File: config.mk
export PLATFORM = sky130hd
export DESIGN_NAME = decimator_mc
export DESIGN_NICKNAME = d
export VERILOG_FILES = /design/src/rtl/decimator_mc.sv
export SDC_FILE = /design/constraint.sdc
export NUM_CORES = 1
export LEC_CHECK = 0
export BUFFER_PORTS_ARGS = -buffer_cell sky130_fd_sc_hd__buf_2
export CAP_MARGIN = 20
export CORE_MARGIN = 4
export CORE_UTILIZATION = 55
export CTS_CLUSTER_DIAMETER = 80
export DETAILED_ROUTE_END_ITERATION = 10
export MAX_ROUTING_LAYER = met4
export PLACE_DENSITY = 0.79
export SETUP_SLACK_MARGIN = 0.5
export SYNTH_ARGS = -nofsm -noshare
export SYNTH_HDL_FRONTEND = slang
export SYNTH_SLANG_ARGS = --single-unit
File: constraint.sdc
create_clock -name clk -period 2.9 [get_ports clk]
set_input_delay 0 -clock clk [delete_from_list [all_inputs] [get_ports clk]]
set_output_delay 0 -clock clk [all_outputs]
set_load 0.005 [all_outputs]
File: src/rtl/decimator_mc.sv
// Multi-channel TDM decimator: keeps one frame in every cfg_rate, selected by cfg_phase, behind a 2-entry output FIFO.
// Optional macro DECIM_DROP_EN: never backpressure; drop kept beats when the FIFO is full and add a drop_cnt output.
module decimator_mc #(
  parameter int BITS    = 10,
  parameter int CH      = 4,
  parameter int R_MAX   = 16,
  parameter int R_DEF   = 2,
  parameter int R_BITS  = $clog2(R_MAX + 1),
  parameter int CH_BITS = (CH > 1) ? $clog2(CH) : 1
) (
  input  logic               clk,
  input  logic               rst_n,
  input  logic [R_BITS-1:0]  cfg_rate,
  input  logic [R_BITS-1:0]  cfg_phase,
  input  logic               cfg_load,
  input  logic [BITS-1:0]    in_data,
  input  logic [CH_BITS-1:0] in_ch,
  input  logic               in_valid,
  output logic               in_ready,
  output logic [BITS-1:0]    out_data,
  output logic [CH_BITS-1:0] out_ch,
  output logic               out_valid,
  input  logic               out_ready,
  output logic               sync_err
`ifdef DECIM_DROP_EN
  ,
  output logic [15:0]        drop_cnt
`endif
);

  logic [R_BITS-1:0]  rate;
  logic [R_BITS-1:0]  phase;
  logic [R_BITS-1:0]  frame_cnt;
  logic [CH_BITS-1:0] exp_ch;
  logic [R_BITS-1:0]  load_rate;
  logic [R_BITS-1:0]  load_phase;

  logic               skid_valid;
  logic [BITS-1:0]    skid_data;
  logic [CH_BITS-1:0] skid_ch;

  logic keep;
  logic fifo_full;
  logic accept;
  logic ch_ok;
  logic push_req;
  logic push;
  logic pop;
  logic last_ch;

  // Clamp the requested rate/phase into the legal range
  always_comb begin
    load_rate  = cfg_rate;
    load_phase = cfg_phase;
    if (cfg_rate == {R_BITS{1'b0}}) begin
      load_rate = R_BITS'(1);
    end else if (cfg_rate > R_BITS'(R_MAX)) begin
      load_rate = R_BITS'(R_MAX);
    end else begin
      load_rate = cfg_rate;
    end
    if (cfg_phase >= load_rate) begin
      load_phase = load_rate - R_BITS'(1);
    end else begin
      load_phase = cfg_phase;
    end
  end

  // Handshake and FIFO push/pop decisions
  always_comb begin
    keep      = (frame_cnt == phase);
    fifo_full = skid_valid;
`ifdef DECIM_DROP_EN
    in_ready  = rst_n && !cfg_load;
`else
    in_ready  = rst_n && !cfg_load && (!keep || !fifo_full);
`endif
    accept    = in_valid && in_ready;
    ch_ok     = (in_ch == exp_ch);
    last_ch   = (exp_ch == CH_BITS'(CH - 1));
    push_req  = accept && ch_ok && keep;
    pop       = out_valid && out_ready;
    push      = push_req && (!fifo_full || pop);
  end

  // Configuration and frame/channel tracking
  always_ff @(posedge clk or negedge rst_n) begin
    if (!rst_n) begin
      rate      <= R_BITS'(R_DEF);
      phase     <= {R_BITS{1'b0}};
      frame_cnt <= {R_BITS{1'b0}};
      exp_ch    <= {CH_BITS{1'b0}};
    end else if (cfg_load) begin
      rate      <= load_rate;
      phase     <= load_phase;
      frame_cnt <= {R_BITS{1'b0}};
      exp_ch    <= {CH_BITS{1'b0}};
    end else if (accept) begin
      if (!ch_ok) begin
        // Out-of-order tag: resynchronise on the next channel-0 beat
        frame_cnt <= {R_BITS{1'b0}};
        exp_ch    <= {CH_BITS{1'b0}};
      end else if (last_ch) begin
        exp_ch <= {CH_BITS{1'b0}};
        if (frame_cnt == rate - R_BITS'(1)) begin
          frame_cnt <= {R_BITS{1'b0}};
        end else begin
          frame_cnt <= frame_cnt + R_BITS'(1);
        end
      end else begin
        exp_ch <= exp_ch + CH_BITS'(1);
      end
    end else begin
      frame_cnt <= frame_cnt;
    end
  end

  // Channel-order violation pulse
  always_ff @(posedge clk or negedge rst_n) begin
    if (!rst_n) begin
      sync_err <= 1'b0;
    end else begin
      sync_err <= accept && !ch_ok;
    end
  end

  // Output FIFO: registered head plus one skid entry
  always_ff @(posedge clk or negedge rst_n) begin
    if (!rst_n) begin
      out_valid  <= 1'b0;
      out_data   <= {BITS{1'b0}};
      out_ch     <= {CH_BITS{1'b0}};
      skid_valid <= 1'b0;
      skid_data  <= {BITS{1'b0}};
      skid_ch    <= {CH_BITS{1'b0}};
    end else if (skid_valid) begin
      if (pop) begin
        out_data <= skid_data;
        out_ch   <= skid_ch;
        if (push) begin
          skid_data <= in_data;
          skid_ch   <= in_ch;
        end else begin
          skid_valid <= 1'b0;
        end
      end else begin
        skid_valid <= 1'b1;
      end
    end else if (push && (!out_valid || pop)) begin
      out_valid <= 1'b1;
      out_data  <= in_data;
      out_ch    <= in_ch;
    end else if (push) begin
      skid_valid <= 1'b1;
      skid_data  <= in_data;
      skid_ch    <= in_ch;
    end else if (pop) begin
      out_valid <= 1'b0;
    end else begin
      out_valid <= out_valid;
    end
  end

`ifdef DECIM_DROP_EN
  // Saturating count of kept beats lost to a full FIFO
  always_ff @(posedge clk or negedge rst_n) begin
    if (!rst_n) begin
      drop_cnt <= 16'd0;
    end else if (cfg_load) begin
      drop_cnt <= 16'd0;
    end else if (push_req && !push && (drop_cnt != 16'hFFFF)) begin
      drop_cnt <= drop_cnt + 16'd1;
    end else begin
      drop_cnt <= drop_cnt;
    end
  end
`endif

endmodule
Word level (Yosys, flattened, before mapping)
Index checks and enable logic that the tools add are counted.
- register bits: 44
- input port bits: 27
- output and inout bits: 15
- $add $sub $neg: 4
- magnitude comparators: 2
- eq/ne operators: 8
- multiplexer cells: 33
- bitwise logic cells: 1
- reductions and logical operators: 25
- operators with widths (kind ; number):
    $mux W10 ; 7
    $mux W5 ; 8
    $mux W2 ; 11
    $eq A5 B5 Y1 ; 2
    $sub A5 B1 Y5 const B ; 2
    $logic_and A1 B1 Y1 ; 9
    $mux W1 ; 7
    $reduce_and A2 Y1 ; 3
    $reduce_bool A2 Y1 ; 3
    $add A5 B1 Y5 const B ; 1
    $ge A5 B5 Y1 ; 1
    $gt A5 B5 Y1 const B ; 1
    $logic_not A1 Y1 ; 5
    $logic_not A5 Y1 ; 1
    $ne A2 B1 Y1 const B ; 2
    $logic_or A1 B1 Y1 ; 3
    $ne A3 B2 Y1 const B ; 1
    $reduce_and A3 Y1 ; 1
    $add A2 B1 Y2 const B ; 1
    $eq A2 B2 Y1 ; 1
    $eq A2 B2 Y1 const B ; 1
    $ne A2 B2 Y1 const B ; 1
    $not A1 Y1 ; 1

Depth between registers and ports, before layout
Gate-level depths: netlist of the first run.
- depth after elaboration: 11
- mapped depth: 9

Worst setup path before layout of the first run
No wires, ideal clock.
- kind: register to register
- start point: reg exp_ch[1]
- end point: reg skid_ch[1]
- arrival: 1.891 ns
- data required time: 2.773 ns
- setup slack: 0.882 ns
- stages on the path, launching flop included: 7
- buffers on the path: 1
- clock period less this slack: 2.018 ns
- cell sequence: dfrtp_1 -> xor2_1 -> or2_4 -> nor4_4 -> and3_2 -> buf_6 -> mux2_1
- cells in the longest elaborated chain, start to end: 7
- elaborated cells on any way between the ends: 11
- classes of those cells: 2 x eq/ne; 4 x mux; 5 x reduce/logical
- RTL lines (item ; line ; source):
    start, declared ; 34 ; logic [CH_BITS-1:0] exp_ch;
    start signal, assigned ; 92 ; exp_ch <= {CH_BITS{1'b0}};
    start signal, assigned ; 97 ; exp_ch <= {CH_BITS{1'b0}};
    start signal, assigned ; 102 ; exp_ch <= {CH_BITS{1'b0}};
    $eq A2 B2 Y1 * ; 79 ; ch_ok = (in_ch == exp_ch);
    $logic_and A1 B1 Y1 * (2 in a row) ; 81 ; push_req = accept && ch_ok && keep;
    $logic_and A1 B1 Y1 * ; 83 ; push = push_req && (!fifo_full || pop);
    $mux W2 or $logic_and A1 B1 Y1 (tied branches) ; -- ;
    $mux W2, or another cell as far along ; -- ;
    $mux W2 or $reduce_and A2 Y1 (tied branches) ; -- ;
    end signal, assigned ; 135 ; skid_ch <= {CH_BITS{1'b0}};
    end signal, assigned ; 142 ; skid_ch <= in_ch;
    end signal, assigned ; 156 ; skid_ch <= in_ch;
    end, declared ; 40 ; logic [CH_BITS-1:0] skid_ch;
Every way passes the cells marked *; elsewhere a longest branch is shown, timed or not. The select of a mux whose other input is x is not followed.
A chain may end at the register's enable or synchronous reset.

Worst setup path after layout of the first run
- start point: reg rate[1]
- end point: reg frame_cnt[4]
- cells in the longest elaborated chain, start to end: 7
- RTL lines (item ; line ; source):
    start, declared ; 31 ; logic [R_BITS-1:0] rate;
    start signal, assigned ; 89 ; rate <= R_BITS'(R_DEF);
    start signal, assigned ; 94 ; rate <= load_rate;
    $sub A5 B1 Y5 ; 105 ; if (frame_cnt == rate - R_BITS'(1)) begin
    $eq A5 B5 Y1 ; 105 ;
    $mux W5 ; 105 ;
    $mux W5 ; 103 ; end else if (last_ch) begin
    $mux W5 ; 99 ; if (!ch_ok) begin
    $mux W5 ; 98 ; end else if (accept) begin
    $mux W5 ; 93 ; end else if (cfg_load) begin
    end signal, assigned ; 96 ; frame_cnt <= {R_BITS{1'b0}};
    end signal, assigned ; 101 ; frame_cnt <= {R_BITS{1'b0}};
    end signal, assigned ; 106 ; frame_cnt <= {R_BITS{1'b0}};
    end, declared ; 33 ; logic [R_BITS-1:0] frame_cnt;
No other way between the ends. The select of a mux whose other input is x is not followed.

==> results of run 1 <==
-- synthesized netlist by cell type (3+ instances only) --
library cell / count
inv_1: 12
clkbuf_1: 6
mux2_2: 3
nor2_1: 9
a32oi_1: 3
mux2i_1: 5
nand3_1: 7
a22o_1: 3
nand2_1: 20
o22ai_1: 26
nor3_1: 4
o21ai_0: 9
ha_1: 9
a21oi_1: 15
xor2_1: 5
nand2b_1: 3
mux2_1: 10
xnor2_1: 9
dfrtp_1: 43
-- registers in the layout (all words and copies together) (netlist names) --
register,flops
out_data,10
skid_data,10
frame_cnt,5
phase,5
rate,5
exp_ch,2
out_ch,2
skid_ch,2
fifo_full,1
out_valid,1
sync_err,1
-- cells in the final DEF (no fill, tap or decap), drive strengths merged, types with 2 or more instances in the layout --
master and instances:
a21boi 2, a21oi 15, a22o 3, a32oi 3
buf 44, clkbuf 5, dfrtp 43, dlygate4sd3 14
ha 9, inv 12, mux2 13, mux2i 5
nand2 20, nand2b 3, nand3 7, nand3b 2
nand4bb 2, nor2 9, nor3 4, o21a 2
o21ai 10, o22ai 26, o31ai 2, xnor2 9
xor2 5
-- what timing repair did --
item / CTS / global route
gates resized for setup: 0 / 1
buffers inserted: 0 / 0
hold buffers: 14 / 0
endpoints found under the setup margin: 0 / 12
endpoints found under the hold margin: 32 / 0
-- worst paths after layout --
| kind | to | startpoint | slack (ns) | cells after the start |
|---|---|---|---|---|
| hold / removal | rate[3]$_DFFE_PN0P_ | cfg_rate[3] | 0.01 | 3 |
| max in group asynchronous | skid_data[6]$_DFFE_PN0P_ | rst_n | 2.00 | 3 |
| min in group asynchronous | frame_cnt[0]$_DFFE_PN0P_ | rst_n | 0.21 | 2 |
| hold reg to reg | skid_data[1]$_DFFE_PN0P_ | skid_data[1]$_DFFE_PN0P_ | 0.49 | 1 |
| setup / recovery | frame_cnt[4]$_DFFE_PN0P_ | rate[1]$_DFFE_PN1P_ | 0.72 | 6 |
| setup reg to reg | frame_cnt[4]$_DFFE_PN0P_ | rate[1]$_DFFE_PN1P_ | 0.72 | 6 |
-- metal layers --
| metal | track usage [%] | share of wire [%] |
|---|---|---|
| met4 | 6.64 | 2.0 |
| met1 | 30.5 | 46 |
| met5 | - | 0 |
| met2 | 32.5 | 47 |
| met3 | 4.10 | 5.0 |
-- layout make-up --
type	count	area, µm²	area share [%]
timing repair buffer	58	368	12.9
inverter	12	45.0	1.58
sequential	44	1100	38.8
clock buffer	5	68.8	2.42
tap	50	62.6	2.20
clock inverter	2	12.5	0.440
multi-input combinational	166	1180	41.7
-- power groups by stage --
stage | sequential, µW | clock [µW] | combinational (µW)
2_1_floorplan | 654 | 0 | 99.5
3_3_place_gp | 656 | 0 | 153
3_5_place_dp | 657 | 0 | 156
4_1_cts | 645 | 379 | 171
5_1_grt | 647 | 402 | 196
6_report | 645 | 369 | 172
-- per-stage QoR --
stage	instances	hold WS [ns]
floorplan	231	-0.296
global placement	316	-0.00358
detailed placement	316	-0.00364
CTS	337	0.00948
global route	337	0.0149
finish	337	0.0129
-- cell families (layout without fill, tap and decap cells) --
group / count (synthesis) / count (layout) / share of synthesized area, %
AOI/OAI and AO/OA: 71 / 71 / 19.4
and+or+nand+nor: 54 / 54 / 12.2
DFF: 44 / 44 / 46.5
buffers and inverters: 21 / 77 / 3.75
muxes: 18 / 18 / 8.29
xor gates and xnor gates: 14 / 14 / 5.17
adders and majority gates: 9 / 9 / 4.75
-- critical path: cells and delay by family (launching register included) --
| family | cells | cell delay (ns) |
|---|---|---|
| AOI/OAI and AO/OA | 3 | 0.83 |
| adders and majority gates | 1 | 0.20 |
| buffers and inverters | 1 | 0.05 |
| and+or+nand+nor | 1 | 0.47 |
| DFF | 1 | 0.53 |
==> results.cfg, run 1 <==
[run_status]
outcome = completed

[synth]
ys_top_cells_by_area = dfrtp_1, o22ai_1, ha_1, mux2_1, xnor2_1
synth.distinct_cells = 43
seq_area_frac_synth_pct = 46.5
synth_enable_flop_cells = 0
syn-cell-area_um2 = 2370
synth.top_cell.area_share_pct = 45.4
ys_warn_count = 0
netlist_instances = 231
yosysTopAreaCell = dfrtp_1
synth_nets = 267
ys_ff_latch = 44
syn_area_per_cell_um2 = 10.3
synthArstFlopShare_pct = 100
synth_top_flop_cell = dfrtp_1

[pwr]
switchingPower_uw = 310
p_int_uw = 875
p_leak_uw = 0.00131
power.total_uw = 1190
pwr-share-comb_pct = 14.5
sw_frac_of_total_pct = 26.2
power-per-cell-area_nw_per_um2 = 417
clkPwrFrac_pct = 31.1
ir_worst_vdd_mv = 0.250
p_seq_share_pct = 54.4

[global_route]
grt_pass1_vias = 1919
antenna_found_initial = 0
gr-usage-all-layers_pct = 21.9
grt_pass1_wl_mm = 9.00
grt_max_degree = 26
overflow = 0

[detailed_routing]
viasPerCell = 5.87
ant_nets = 0
wl_per_cell_um = 15.9
drtIter0Drc = 121
drc = 0
dr.pass1.iters = 4
vias = 1977
routed_wl_mm = 5.35

[worst_setup_path]
worstSetupStartpointType = flop
crit_required_ns = 3.11
cpPeakStageDelay_ns = 0.53
crit_type = reg2reg
crit_chain = inv_1 -> ha_1 -> a21boi_0 -> o311ai_2 -> or3b_1 -> o31ai_1
critical-path-slowest-cell = dfstp_2
crit_arrival_ns = 2.38
path_max_fanout = 5
setup.worst_path.end_class = flop

[layout]
final_cell_area_um2 = 2840
area_growth_pct = 19.9
fin_nets = 323
nFillCells = 323
antennaDiodeCount = 0
final_layout_size_suffix_gt1_share_pct = 20.9
final_util_pct = 69.6

[place]
place_ws_ns = 0.750
placedInstanceArea_um2 = 2620
port_buffers = 41
finalWeightedCongestion = 0.879
hpwlAfterDp_mm = 3.78

[sta]
clock_skew_ns = 0.00843
hold_viol = 0
period_minus_slack_ns = 2.18
rsz0062_at_grt = false
tightest_slew_ns = 0.820
max_freq_mhz = 459
slew_viol_final = 0
setup_viol = 0
max-slew-margin-rel_pct = 44.8
fin_tns_setup_ns = 0
finalCritPeriodShare_pct = 75.1
setup_ws_ns = 0.721

[floorplan]
ios = 42
die_w_um = 73.7
die_area_um2 = 5430
core_um2 = 4090
fp.dieH_um = 73.7
start_util_pct = 58.0
std_cell_rows = 23

[cts]
cts.reportedPaths.clkPinSlew_ns = 0.08
cts_buffers = 5
tritoncts = built
cts_root_buf = clkbuf_8
clock_path_buffers = 2
cts.sinks = 44
htree_levels = 2
clock_latency_ns = 0.30

[hold_path]
min_path_type = in2reg

[job]
drv_cap = 0
Power figures use the tool's default switching activity.
==> run 2, diff against run 1 <==
--- a/config.mk
+++ b/config.mk
@@ -8,11 +8,11 @@
 export BUFFER_PORTS_ARGS = -buffer_cell sky130_fd_sc_hd__buf_2
 export CAP_MARGIN = 20
 export CORE_MARGIN = 4
-export CORE_UTILIZATION = 55
+export CORE_UTILIZATION = 50
 export CTS_CLUSTER_DIAMETER = 80
 export DETAILED_ROUTE_END_ITERATION = 10
 export MAX_ROUTING_LAYER = met4
-export PLACE_DENSITY = 0.79
+export PLACE_DENSITY = 0.75
 export SETUP_SLACK_MARGIN = 0.5
 export SYNTH_ARGS = -nofsm -noshare
 export SYNTH_HDL_FRONTEND = slang
==> constraint.sdc (replaced) <==
create_clock -name clk -period 2 [get_ports clk]
set_input_delay 0 -clock clk [delete_from_list [all_inputs] [get_ports clk]]
set_output_delay 0 -clock clk [all_outputs]
set_load 0.005 [all_outputs]
==> run 2 against run 1 <==
  * The run now ends with hold timing left
  * Non-clock buffer count rose by 26
  * Sequential power up 46%
  * Cell area rose by 15%
  * Total power up 54%
  * Largest cell class unchanged
  * Critical path type unchanged
  * Setup slack got worse by 0.62 ns
  * Clock skew rose by 0.0062 ns
  * Register-to-register slack got worse by 0.62 ns
  * Combinational power is 99% higher
==> results.cfg, run 2 (synthesis results as in run 1) <==
[sta]
clock_skew_ns = 0.0146
setup_viol = 0
fin_worst_hold_slack_ns = -0.189
max-slew-margin-rel_pct = 63.1
rsz0062_at_grt = true
finalCritPeriodShare_pct = 94.8
hold_viol = 43
tightest_slew_ns = 0.553
period_minus_slack_ns = 1.90
fin_tns_setup_ns = 0
max_freq_mhz = 527
slew_viol_final = 0
setup_ws_ns = 0.103

[pwr]
power.total_uw = 1830
p_int_uw = 1330
power-per-cell-area_nw_per_um2 = 556
p_seq_share_pct = 51.4
clkPwrFrac_pct = 29.9
p_leak_uw = 0.00148
ir_worst_vdd_mv = 0.349
sw_frac_of_total_pct = 27.3
switchingPower_uw = 499
pwr-share-comb_pct = 18.7

[layout]
area_growth_pct = 38.5
final_layout_size_suffix_gt1_share_pct = 41.4
fin_nets = 350
reg.largest.list = out_data (10), skid_data (10)
final_cell_area_um2 = 3280
final_common_cell = buf_2
layout_common_cells = buf_2, dfrtp_1, buf_4, o22ai_1, nand2_1
antennaDiodeCount = 0

[cts]
postCtsHoldBufs = 12
cts.sinks = 44
tritoncts = built
clock_path_buffers = 2
cts_root_buf = clkbuf_8
cts_buffers = 5
htree_levels = 2
clock_latency_ns = 0.31
cts.reportedPaths.clkPinSlew_ns = 0.09

[worst_setup_path]
setup.worst_path.end_class = flop
critical-path-slowest-cell = dfrtp_1
worstSetupStartpointType = flop
crit_type = reg2reg
crit_arrival_ns = 2.09
cpPeakStageDelay_ns = 0.43
crit_required_ns = 2.19
path_max_fanout = 6
crit_chain = xnor2_2 -> nand2_2 -> nor4_4 -> and3_4 -> mux2_2

[floorplan]
fp.dieH_um = 76.9
core_um2 = 4470
std_cell_rows = 24
ios = 42
start_util_pct = 53.0
die_w_um = 76.9
die_area_um2 = 5910

[detailed_routing]
dr.pass1.iters = 4
wl_per_cell_um = 17.2
drc = 0
vias = 2166
viasPerCell = 5.92
drtIter0Drc = 136
ant_nets = 0
routed_wl_mm = 6.29

[global_route]
overflow = 0
grt_max_degree = 46
antenna_found_initial = 0
grt_pass1_vias = 2056
grt_pass1_wl_mm = 9.92
gr-usage-all-layers_pct = 21.5

[run_status]
violations = hold timing
outcome = finished with violations

[place]
finalWeightedCongestion = 0.852
placedInstanceArea_um2 = 2730
port_buffers = 41
hpwlAfterDp_mm = 3.97
place_ws_ns = 0.00487

[job]
drv_cap = 0

[hold_path]
min_path_type = in2async
[run 2: cell count changes in the layout (fill, tap and decap cells not counted), sizes merged]
cell / delta
and3: +1
buf: +28
dlygate4sd3: -2
[run 2: power groups by stage]
stage / Clock [µW] / Combinational, µW / Sequential, µW
5_1_grt: 596 / 375 / 943
4_1_cts: 555 / 293 / 939
6_report: 545 / 342 / 939
3_5_place_dp: 0 / 254 / 954
2_1_floorplan: 0 / 156 / 950
3_3_place_gp: 0 / 247 / 954
[run 2: worst paths after layout]
kind,start,endpoint,slack (ns),depth (start not counted)
max,frame_cnt[0]$_DFFE_PN0P_,skid_data[8]$_DFFE_PN0P_,0.10,5
min,rst_n,exp_ch[0]$_DFFE_PN0P_,-0.19,2
max reg2reg,frame_cnt[0]$_DFFE_PN0P_,skid_data[8]$_DFFE_PN0P_,0.10,5
min reg2reg,skid_data[5]$_DFFE_PN0P_,skid_data[5]$_DFFE_PN0P_,0.52,1
max in group asynchronous,rst_n,out_valid$_DFFE_PN0P_,1.78,2
min in group clk,in_ch[1],skid_ch[1]$_DFFE_PN0P_,0.01,2
[run 2: final cells by class]
class                      count  area (µm²)
fill                         312        1190
clock buffer                   5        68.8
clock inverter                 2        12.5
tap                           52        65.1
timing repair buffer          84         577
sequential                    44        1110
multi-input combinational    167        1410
inverter                      12        45.0
[run 2: layer usage]
layer / vias up / wire [µm] / track usage [%]
met5: - / 0 / -
met4: 0 / 114 / 7.61
met3: 11 / 307 / 4.10
met2: 68 / 3060 / 34.1
met1: 1062 / 2800 / 27.6
li1: 1025 / - / -
[run 2: critical path, delay by kind of cell, from the launching register on]
family,cells,cell delay [ns]
XOR/XNOR,1,0.24
flip-flops,1,0.43
multiplexers,1,0.35
AND/OR/NAND/NOR,3,0.75
[run 2: timing repair]
item                                   4_1_cts  5_1_grt
cloned                                       1        0
endpoints found under the hold margin       55       43
gates resized for setup                     24       21
pin swaps                                    8       14
setup endpoints to repair                   34       38
setup buffers                                8       10
[run 2: stage by stage]
step	hold WS (ns)	util (%)	cells
after floorplan	-0.296	-	231
after global placement	0.171	61.1	328
after detailed placement	0.163	61.1	328
after CTS	-0.166	69.5	356
after global routing	-0.145	73.4	366
final	-0.189	73.4	366
==> run 3, diff against run 2 <==
--- a/config.mk
+++ b/config.mk
@@ -8,11 +8,12 @@
 export BUFFER_PORTS_ARGS = -buffer_cell sky130_fd_sc_hd__buf_2
 export CAP_MARGIN = 20
 export CORE_MARGIN = 4
-export CORE_UTILIZATION = 50
+export CORE_UTILIZATION = 52
+export CTS_BUF_LIST = sky130_fd_sc_hd__clkbuf_8
 export CTS_CLUSTER_DIAMETER = 80
 export DETAILED_ROUTE_END_ITERATION = 10
 export MAX_ROUTING_LAYER = met4
-export PLACE_DENSITY = 0.75
+export PLACE_DENSITY = 0.78
 export SETUP_SLACK_MARGIN = 0.5
 export SYNTH_ARGS = -nofsm -noshare
 export SYNTH_HDL_FRONTEND = slang
==> run 3 against run 2 <==
  * The flow still finishes with violations (hold timing)
  * Total power shrank 1.2%
  * Setup slack lost 0.029 ns
  * Clock skew shrank 0.0021 ns
  * Via count shrank 2.0%
  * Sequential cell count is the same
  * Core utilization shrank 2.0 points
  * Worst hold slack gained 0.019 ns
  * Sequential power is essentially flat
  * Register-to-register slack lost 0.03 ns
  * Combinational power shrank 6.7%
  * First-iteration DRC count grew 16%
  * Critical endpoint is now frame_cnt[2]$_DFFE_PN0P_
==> results.cfg, run 3 (synthesis results as in run 1) <==
[sta]
slew_viol_final = 0
hold_viol = 43
setup_viol = 0
max_freq_mhz = 519
fin_worst_hold_slack_ns = -0.170
finalCritPeriodShare_pct = 96.3
max-slew-margin-rel_pct = 62.7
rsz0062_at_grt = true
tightest_slew_ns = 0.559
clock_skew_ns = 0.0125
period_minus_slack_ns = 1.93

[worst_setup_path]
setup.worst_path.end_class = flop
crit_type = reg2reg
path_max_fanout = 4
crit_required_ns = 2.17
worstSetupStartpointType = flop
crit_arrival_ns = 2.10

[detailed_routing]
drtIter0Drc = 158
viasPerCell = 5.96
vias = 2123
ant_nets = 0
dr.pass1.iters = 5
drc = 0
routed_wl_mm = 6.06
wl_per_cell_um = 17.0

[floorplan]
std_cell_rows = 24
start_util_pct = 54.1
ios = 42
die_w_um = 75.5
die_area_um2 = 5700
core_um2 = 4380
fp.dieH_um = 75.5

[layout]
final_util_pct = 71.4
antennaDiodeCount = 0
fin_nets = 340
area_growth_pct = 32.0
final_layout_size_suffix_gt1_share_pct = 33.2
final_cell_area_um2 = 3130
area.sequential_um2 = 1100
reg.largest.list = out_data (10), skid_data (10)
nFillCells = 316
final_common_cell = dfrtp_1
multiInputGateArea_um2 = 1340
layout_common_cells = dfrtp_1, buf_2, o22ai_1, nand2_1, buf_4

[hold_path]
min_path_type = in2async

[global_route]
grt_pass1_wl_mm = 9.63
overflow = 0
grt_max_degree = 46
antenna_found_initial = 0
grt_pass1_vias = 2028
gr-usage-all-layers_pct = 23.2

[run_status]
outcome = finished with violations
violations = hold timing

[place]
hpwlAfterDp_mm = 3.91
placedInstanceArea_um2 = 2730
finalWeightedCongestion = 0.848
port_buffers = 41

[pwr]
pwr-share-comb_pct = 17.7
ir_worst_vdd_mv = 0.394
switchingPower_uw = 497
p_seq_share_pct = 52.2
clkPwrFrac_pct = 30.2
sw_frac_of_total_pct = 27.5
power-per-cell-area_nw_per_um2 = 576
power.total_uw = 1800
p_leak_uw = 0.00142
p_int_uw = 1310

[job]
drv_cap = 0

[cts]
clock_latency_ns = 0.31
tritoncts = built
postCtsHoldBufs = 14
cts.sinks = 44
cts_root_buf = clkbuf_8
clock_path_buffers = 2
cts_buffers = 5
htree_levels = 2
cts.reportedPaths.clkPinSlew_ns = 0.09
[run 3: cell count changes in the layout (fill, tap and decap cells not counted), sizes merged]
cell         delta
buf            -12
dlygate4sd3     +2
[run 3: worst max-delay path, stage by stage (launching register included)]
cell	delay [ns]
dfstp_2	0.55
inv_2	0.05
ha_4	0.21
xnor2_2	0.13
a211oi_2	0.22
o311ai_4	0.16
buf_4	0.17
a32oi_2	0.19
o22ai_1	0.12
[run 3: timing repair]
action,4_1_cts,5_1_grt
endpoints found under the setup margin,34,39
endpoints found under the hold margin,59,43
setup buffers,4,3
pin swaps,7,9
gates resized for setup,11,13
cloned,1,0
[run 3: stage by stage]
stage	TNS, ns	instances	worst slack, ns
3_3_place_gp	0	327	0.0946
5_1_grt	0	356	0.0351
3_5_place_dp	-0.00235	327	-0.00235
4_1_cts	0	353	0.0717
2_1_floorplan	0	231	0.0990
6_report	0	356	0.0748
[run 3: area by class of cell]
type | count | share of cell area (%)
clock buffers | 5 | 2.20
multi-input cells | 167 | 42.9
inverters | 12 | 1.44
flip-flops and latches | 44 | 35.3
clock inverters | 2 | 0.400
well taps | 52 | 2.08
repair buffers | 74 | 15.7
[run 3: power by group through the flow]
| stage | Sequential (µW) | Clock (µW) | Combinational, µW |
|---|---|---|---|
| 2_1_floorplan | 950 | 0 | 156 |
| 3_3_place_gp | 955 | 0 | 241 |
| 3_5_place_dp | 956 | 0 | 248 |
| 4_1_cts | 939 | 559 | 291 |
| 5_1_grt | 944 | 583 | 350 |
| 6_report | 941 | 544 | 319 |
[run 3: metal layers]
layer | up-vias | global-route usage (%) | wire length (µm)
li1 | 1005 | - | -
met1 | 1031 | 31.0 | 2690
met2 | 67 | 34.1 | 2870
met3 | 20 | 4.88 | 308
met4 | 0 | 10.1 | 204
met5 | - | - | 0
[run 3: worst paths after layout]
check | startpoint | cells past startpoint | slack [ns] | end
max | rate[1]$_DFFE_PN1P_ | 8 | 0.07 | frame_cnt[2]$_DFFE_PN0P_
min | rst_n | 2 | -0.17 | fifo_full$_DFF_PN0_
max reg2reg | rate[1]$_DFFE_PN1P_ | 8 | 0.07 | frame_cnt[2]$_DFFE_PN0P_
min reg2reg | skid_data[1]$_DFFE_PN0P_ | 1 | 0.49 | skid_data[1]$_DFFE_PN0P_
max in group asynchronous | rst_n | 2 | 1.76 | frame_cnt[4]$_DFFE_PN0P_
min in group clk | out_ready | 3 | 0.02 | out_valid$_DFFE_PN0P_
